### config.mk
export PLATFORM = sky130hd
export DESIGN_NAME = pong_game_ctrl
export DESIGN_NICKNAME = d
export VERILOG_FILES = /design/src/rtl/pong_pkg.sv /design/src/rtl/pong_serve_timer.sv /design/src/rtl/pong_game_ctrl.sv
export SDC_FILE = /design/constraint.sdc
export NUM_CORES = 1
export LEC_CHECK = 0
export CAP_MARGIN = 30
export CORE_MARGIN = 1
export CORE_UTILIZATION = 63
export CTS_CLUSTER_SIZE = 16
export DETAILED_ROUTE_END_ITERATION = 12
export PLACE_DENSITY = 0.84
export SETUP_SLACK_MARGIN = 0.2
export SYNTH_ARGS = -nofsm -noshare
export SYNTH_HDL_FRONTEND = slang
export SYNTH_HIERARCHICAL = 1
export SYNTH_SLANG_ARGS = --single-unit
### constraint.sdc
create_clock -name i_Clk -period 6.37 [get_ports i_Clk]
set_clock_uncertainty 0.2 [all_clocks]
set_input_delay 1.911 -clock i_Clk [delete_from_list [all_inputs] [get_ports i_Clk]]
set_output_delay 1.911 -clock i_Clk [all_outputs]
set_load 0.02 [all_outputs]
### src/rtl/pong_pkg.sv
// pong_pkg: state, result-code and score definitions shared by the pong ball, controller and renderer blocks
package pong_pkg;
  localparam int SCORE_W = 4;
  localparam logic [SCORE_W-1:0] SCORE_MAX = '1;
  typedef enum logic [2:0] {
    ST_IDLE      = 3'd0,
    ST_SERVE     = 3'd1,
    ST_PLAY      = 3'd2,
    ST_POINT     = 3'd3,
    ST_GAME_OVER = 3'd4
  } state_t;
  localparam logic [1:0] RES_NONE = 2'd0;
  localparam logic [1:0] RES_P1   = 2'd1;
  localparam logic [1:0] RES_P2   = 2'd2;
  function automatic logic [SCORE_W-1:0] sat_inc(input logic [SCORE_W-1:0] s);
    return (s == SCORE_MAX) ? s : s + 1'b1;
  endfunction
endpackage

### src/rtl/pong_serve_timer.sv
// pong_serve_timer: 32-bit serve-delay counter; clr zeroes it, en advances it, done flags count==SERVE_DELAY-1
// Ports: i_Clk, i_Reset (async, active-high), clr, en, done
module pong_serve_timer #(
  parameter logic [31:0] SERVE_DELAY = 32'd25_000_000
) (
  input  logic i_Clk,
  input  logic i_Reset,
  input  logic clr,
  input  logic en,
  output logic done
);
  logic [31:0] count;
  always_ff @(posedge i_Clk or posedge i_Reset)
    if (i_Reset) count <= '0;
    else if (clr) count <= '0;
    else if (en) count <= count + 32'd1;
  assign done = count == SERVE_DELAY - 32'd1;
endmodule

### src/rtl/pong_game_ctrl.sv
// pong_game_ctrl: match controller gating the ball enable, keeping scores and declaring the winner
// Ports: i_Clk, i_Reset (async, active-high), i_start (debounced button), i_game_result (ball result code),
//        o_ball_enable, o_P1_score, o_P2_score, o_state (FSM code), o_winner (0 none, 1 P1, 2 P2)
module pong_game_ctrl
  import pong_pkg::*;
#(
  parameter logic [31:0] SERVE_DELAY = 32'd25_000_000,
  parameter int unsigned WIN_SCORE   = 9
) (
  input  logic               i_Clk,
  input  logic               i_Reset,
  input  logic               i_start,
  input  logic [1:0]         i_game_result,
  output logic               o_ball_enable,
  output logic [SCORE_W-1:0] o_P1_score,
  output logic [SCORE_W-1:0] o_P2_score,
  output logic [2:0]         o_state,
  output logic [1:0]         o_winner
);
  localparam logic [SCORE_W-1:0] WIN = SCORE_W'(WIN_SCORE);
  state_t state;
  logic start_q, start_rise, serve_done, p1_win, p2_win, timer_clr;
  assign start_rise = i_start & ~start_q;
  assign p1_win = o_P1_score >= WIN;
  assign p2_win = o_P2_score >= WIN;
  assign o_state = state;
  // The counter restarts on every way into SERVE and only runs while serving
  assign timer_clr = ((state == ST_IDLE || state == ST_GAME_OVER) && start_rise) ||
                     (state == ST_POINT && !(p1_win || p2_win));
  pong_serve_timer #(.SERVE_DELAY(SERVE_DELAY)) u_timer (
    .i_Clk  (i_Clk),
    .i_Reset(i_Reset),
    .clr    (timer_clr),
    .en     (state == ST_SERVE),
    .done   (serve_done)
  );
  always_ff @(posedge i_Clk or posedge i_Reset)
    if (i_Reset) begin
      state         <= ST_IDLE;
      start_q       <= 1'b0;
      o_ball_enable <= 1'b0;
      o_P1_score    <= '0;
      o_P2_score    <= '0;
      o_winner      <= 2'd0;
    end else begin
      start_q <= i_start;
      case (state)
        ST_IDLE: begin
          o_ball_enable <= 1'b0;
          if (start_rise) state <= ST_SERVE;
        end
        ST_SERVE:
          if (serve_done) begin
            state         <= ST_PLAY;
            o_ball_enable <= 1'b1;
          end
        ST_PLAY:
          if (i_game_result == RES_P1) begin
            o_P1_score    <= sat_inc(o_P1_score);
            state         <= ST_POINT;
            o_ball_enable <= 1'b0;
          end else if (i_game_result == RES_P2) begin
            o_P2_score    <= sat_inc(o_P2_score);
            state         <= ST_POINT;
            o_ball_enable <= 1'b0;
          end
        ST_POINT:
          if (p1_win || p2_win) begin
            state    <= ST_GAME_OVER;
            o_winner <= p1_win ? 2'd1 : 2'd2;
          end else state <= ST_SERVE;
        ST_GAME_OVER:
          if (start_rise) begin
            state      <= ST_SERVE;
            o_P1_score <= '0;
            o_P2_score <= '0;
            o_winner   <= 2'd0;
          end
        default: begin
          state         <= ST_IDLE;
          o_ball_enable <= 1'b0;
        end
      endcase
    end
endmodule
* Word level (Yosys, flattened, before mapping) *
Cells that the tools add are included.

word-level totals
  logic and storage cells = 75
  register bits = 47
  output and inout bits = 14
  input bits = 5

operators by class
  $lt $le $gt $ge = 2
  reductions and logical operators = 17
  muxes and demuxes = 24
  add/sub/neg operators = 3
  equality and inequality tests = 19
  bitwise gates (word level) = 3

operators with widths
  kind                   number
  $mux 32                2
  $add 32x1->32 const B  1
  $eq 32x25->1 const B   1
  $mux 4                 6
  $pmux 4 s2             2
  $mux 3                 5
  $ne 2x2->1 const B     7
  $pmux 3 s4             1
  $reduce_and 3->1       3
  $add 4x1->4 const B    2
  $eq 4x4->1 const B     2
  $ge 4x4->1 const B     2
  $eq 3x2->1 const B     2
  $mux 2                 3
  $reduce_bool 2->1      3
  $reduce_and 5->1       1
  $ne 2x1->1 const B     2
  $pmux 2 s2             1
  $reduce_and 4->1       1
  $reduce_or 2->1        2
  $eq 3x1->1 const B     1
  $eq 3x3->1 const B     1
  $logic_not 3->1        1
  $logic_or 1x1->1       3
  other kinds (9)        13

* Depth between registers and ports, before layout *
  depth after elaboration = 6
  gate-level depth with buffers = 11
  mapped depth without buffers = 10

* Hierarchy *
Netlist, hierarchy kept.

by module, submodules not included
  module            seq. area each (sq um)  instances  area an instance (sq um)  cells each
  pong_serve_timer  800.8                   1          1775.5                    191
  pong_game_ctrl    375.4                   1          1012.2                    108

* Least setup slack after synthesis *
Ideal clock, no wire load.

  path type = input to register
  from = input port i_start
  to = register u_timer.count[27]
  setup time = 128 ps
  arrival time = 3640 ps
  path slack = 2402 ps
  stages on the path = 8
  buffers on the path = 1
  cells stage by stage = nand2b_1 > nor3_1 > a31o_2 > o2111ai_2 > or3_1 > buf_2 > nor4_1 > mux2_1

between the ends
  cells in the longest elaborated chain, start to end = 4

RTL lines
  what                                                 line                    source
  from (decl)                                          pong_game_ctrl.sv:12    input logic i_start,
  $and 1x1->1 *                                        pong_game_ctrl.sv:23    assign start_rise = i_start & ~start_q;
  $logic_and 1x1->1 *                                  pong_game_ctrl.sv:28    assign timer_clr = ((state == ST_IDLE || state == ST_GAME_OVER) && start_rise) ||
  $logic_or 1x1->1 *                                   pong_game_ctrl.sv:28
  net timer_clr                                        pong_game_ctrl.sv:22    logic start_q, start_rise, serve_done, p1_win, p2_win, timer_clr;
  $mux 32 / $reduce_bool 2->1 (equally long branches)  -
  to (signal assigned)                                 pong_serve_timer.sv:16  else if (en) count <= count + 32'd1;
  to (decl)                                            pong_serve_timer.sv:12  logic [31:0] count;

Mark *: on every way through the listed nets, which the timed path passes. The rest lies on a longest branch.
A chain may end at the register's enable or synchronous reset.

* Final worst setup path *
  from = input port i_start
  to = register u_timer.count[17]

Same word-level chain as after synthesis.

==> flow_metrics.tcl <==
set metrics [dict create \
    status "finished, final reports clean" \
    dieArea_mm2 0.00469 \
    vias_per_cell 6.43 \
    fin_crit_sh_pct 73.3 \
    max-cap-violations 0 \
    die_y_um 68.5 \
    power.density_mw_per_mm2 224 \
    fmax_mhz 214 \
    drive_above_1_share_pct 5.70 \
    firstDrtPassIters 4 \
    layout_common_cells "47 x dfrtp_1, 23 x nor2_1, 22 x nand2_1, 18 x clkdlybuf4s50_1, 17 x a21oi_1" \
    ys_seq_area_share_pct 42.2 \
    post_cts_buffers 0 \
    netlist_instances 299 \
    fin_crit_ns 4.67 \
    path_cells "clkdlybuf4s50_1 -> nand2b_1 -> nor3_1 -> a31o_2 -> buf_4 -> o211ai_1 -> or4_1 -> or4_1 -> a21oi_1" \
    wl_per_cell_um 15.9 \
    grt_first_pass_wirelength_mm 9.67 \
    grt_start_max_net_pins 42 \
    min_path_type "flip-flop to flip-flop" \
    holdBufCountCts 0 \
    peakVddDrop_mv 0.202 \
    crit_type "primary input to flip-flop" \
    die_w_um 68.5 \
    synth-seq-cells 47 \
    p_leak_uw 0.00131 \
    clkLatencyLatePin_ns 0.31 \
    synth_warnings 6 \
    clk_pin_slew_ns 0.09 \
    maxSlewViolCount 0 \
    required_ns 6.40 \
    grt_usage_pct 28.2 \
    core_mm2 0.00412 \
    cts-resized-gates 0 \
    clockBufferDepth 2 \
    cp-start-kind "primary input" \
    fin_util_pct 76.0 \
    grt_overflow_total 0 \
    crit_family "simple AND/OR/NAND/NOR gates" \
    final_common_cell "dfrtp_1" \
    gp_congestion 0.838 \
    rows 23 \
    grt_pass1_vias 2178 \
    worst_setup_path_end_kind "flip-flop" \
    htreeDepth 2 \
    crit_path_top_delay_cell "or4_1" \
    syn_area_mm2 0.00279 \
    cts_buffers 5 \
    worst_ep_arrival_time_ns 4.70 \
    slew_headroom_pct 54.9 \
    postSynthAreaPerCell_um2 9.32 \
    syn2layout_area_growth_pct 12.2 \
    antenna_found_initial 0 \
    clock_sinks 47 \
    tns_ns 0 \
    initial_core_util_pct 67.7 \
    synthArstFlopShare_pct 100 \
    synth_edf_count 0 \
    crit_fanout 41 \
    num-nets-final 329 \
    cp_common_cell "or4_1" \
    finalSetupViolations 0 \
    synthFlopType "dfrtp_1" \
    via_count 2354 \
    slowest_delay_ns 0.57 \
    wl_mm 5.83 \
    ys_types 48 \
    detail-route-antenna-nets 0 \
    tightest_slew_ns 0.677 \
    path_buf_inv 2 \
    grt_setup_unrepaired "no" \
    root_buffer "clkbuf_8" \
    drtIter0Drc 156 \
    drc 0 \
    numPortBuffers 18 \
    hold_viol_final 0 \
    cts_tree "yes" \
    synth_nets 313 \
    hpwl_mm 3.97 \
    n_antenna_cell 0 \
    io_pins 19 \
    num-fill-cells 304 \
]
==> cells in the mapped netlist, drive strengths merged, types with 9 or more instances <==
library cell	number	area, µm²
or4	11	82.6
a21oi	17	85.1
nand3	13	70.1
nor2	23	86.3
inv	14	52.6
dfrtp	47	1180
nand4	10	62.6
o21ai	9	45.0
nand2	23	88.8
nor4	13	81.3
nor2b	10	62.6
or3	10	62.6
ha	9	113
==> report_power, final <==
part | internal (µW) | total (µW) | switching (µW)
logic | 37.6 | 85.2 | 47.7
registers | 319 | 359 | 39.7
clock network | 157 | 257 | 99.7
total | 514 | 701 | 187
==> kinds of logic after synthesis <==
logic type / share of synthesized area [%]
compound gates: 12.0
xor+xnor: 3.77
fa+ha+maj: 4.04
buf+inv: 4.13
flops: 42.2
mux: 4.67
simple gates: 29.2
==> final cells by class <==
class	count	area (µm²)	share of cell area [%]
Multi-Input combinational cell	225	1500	47.8
Sequential cell	47	1180	37.6
Tap cell	50	62.6	2.00
Clock inverter	2	60.1	1.92
Timing Repair Buffer	22	208	6.64
Inverter	14	52.6	1.68
Clock buffer	6	72.6	2.32
==> metrics by stage <==
stage	power (µW)	hold WS [ns]	std cells	setup slack, ns	instance area [µm²]
after global placement	444	0.287	357	1.55	2990
after detailed placement	448	0.290	358	1.51	3000
after floorplan	421	0.330	299	2.40	2790
final	701	0.305	366	1.70	3130
after CTS	705	0.310	366	1.72	3130
after global routing	736	0.350	366	1.58	3130
==> worst register-to-register path: cells and delay by family (launching register included) <==
family                   cells  cell delay, ns
AND/OR/NAND/NOR              4            1.37
AO/OA/AOI/OAI                4            0.91
flip-flops                   1            0.46
buffers and inverters        1            0.36
adder cells (fa/ha/maj)      1            0.23
==> metal layers <==
metal  part of all wire (%)  up-vias  routed length, µm  track usage, %
met5                      0        -                  0               0
met4                    1.7        0                 99            9.38
met3                    3.8       15                224            7.40
met2                     50       64               2940            47.4
met1                     44     1135               2570            35.0
li1                       -     1140                  -               -
==> registers in the layout, indices dropped and copies added (netlist names) <==
register,cells
u_timer/count,32
o_P1_score,4
o_P2_score,4
o_state,3
o_winner,2
o_ball_enable,1
start_q,1
==> worst paths after layout <==
| path | start | slack (ns) | cells after the start | endpoint |
|---|---|---|---|---|
| setup / recovery | i_start | 1.70 | 9 | u_timer/count[17] |
| hold / removal | o_winner[0] | 0.31 | 1 | o_winner[0] |
| setup reg to reg | o_P2_score[0] | 2.74 | 10 | u_timer/count[17] |
| hold reg to reg | o_winner[0] | 0.31 | 1 | o_winner[0] |
| max in group asynchronous | i_Reset | 3.81 | 2 | o_P1_score[2] |
| min in group asynchronous | i_Reset | 1.78 | 2 | o_P2_score[0] |
Power figures use the tool's default switching activity.
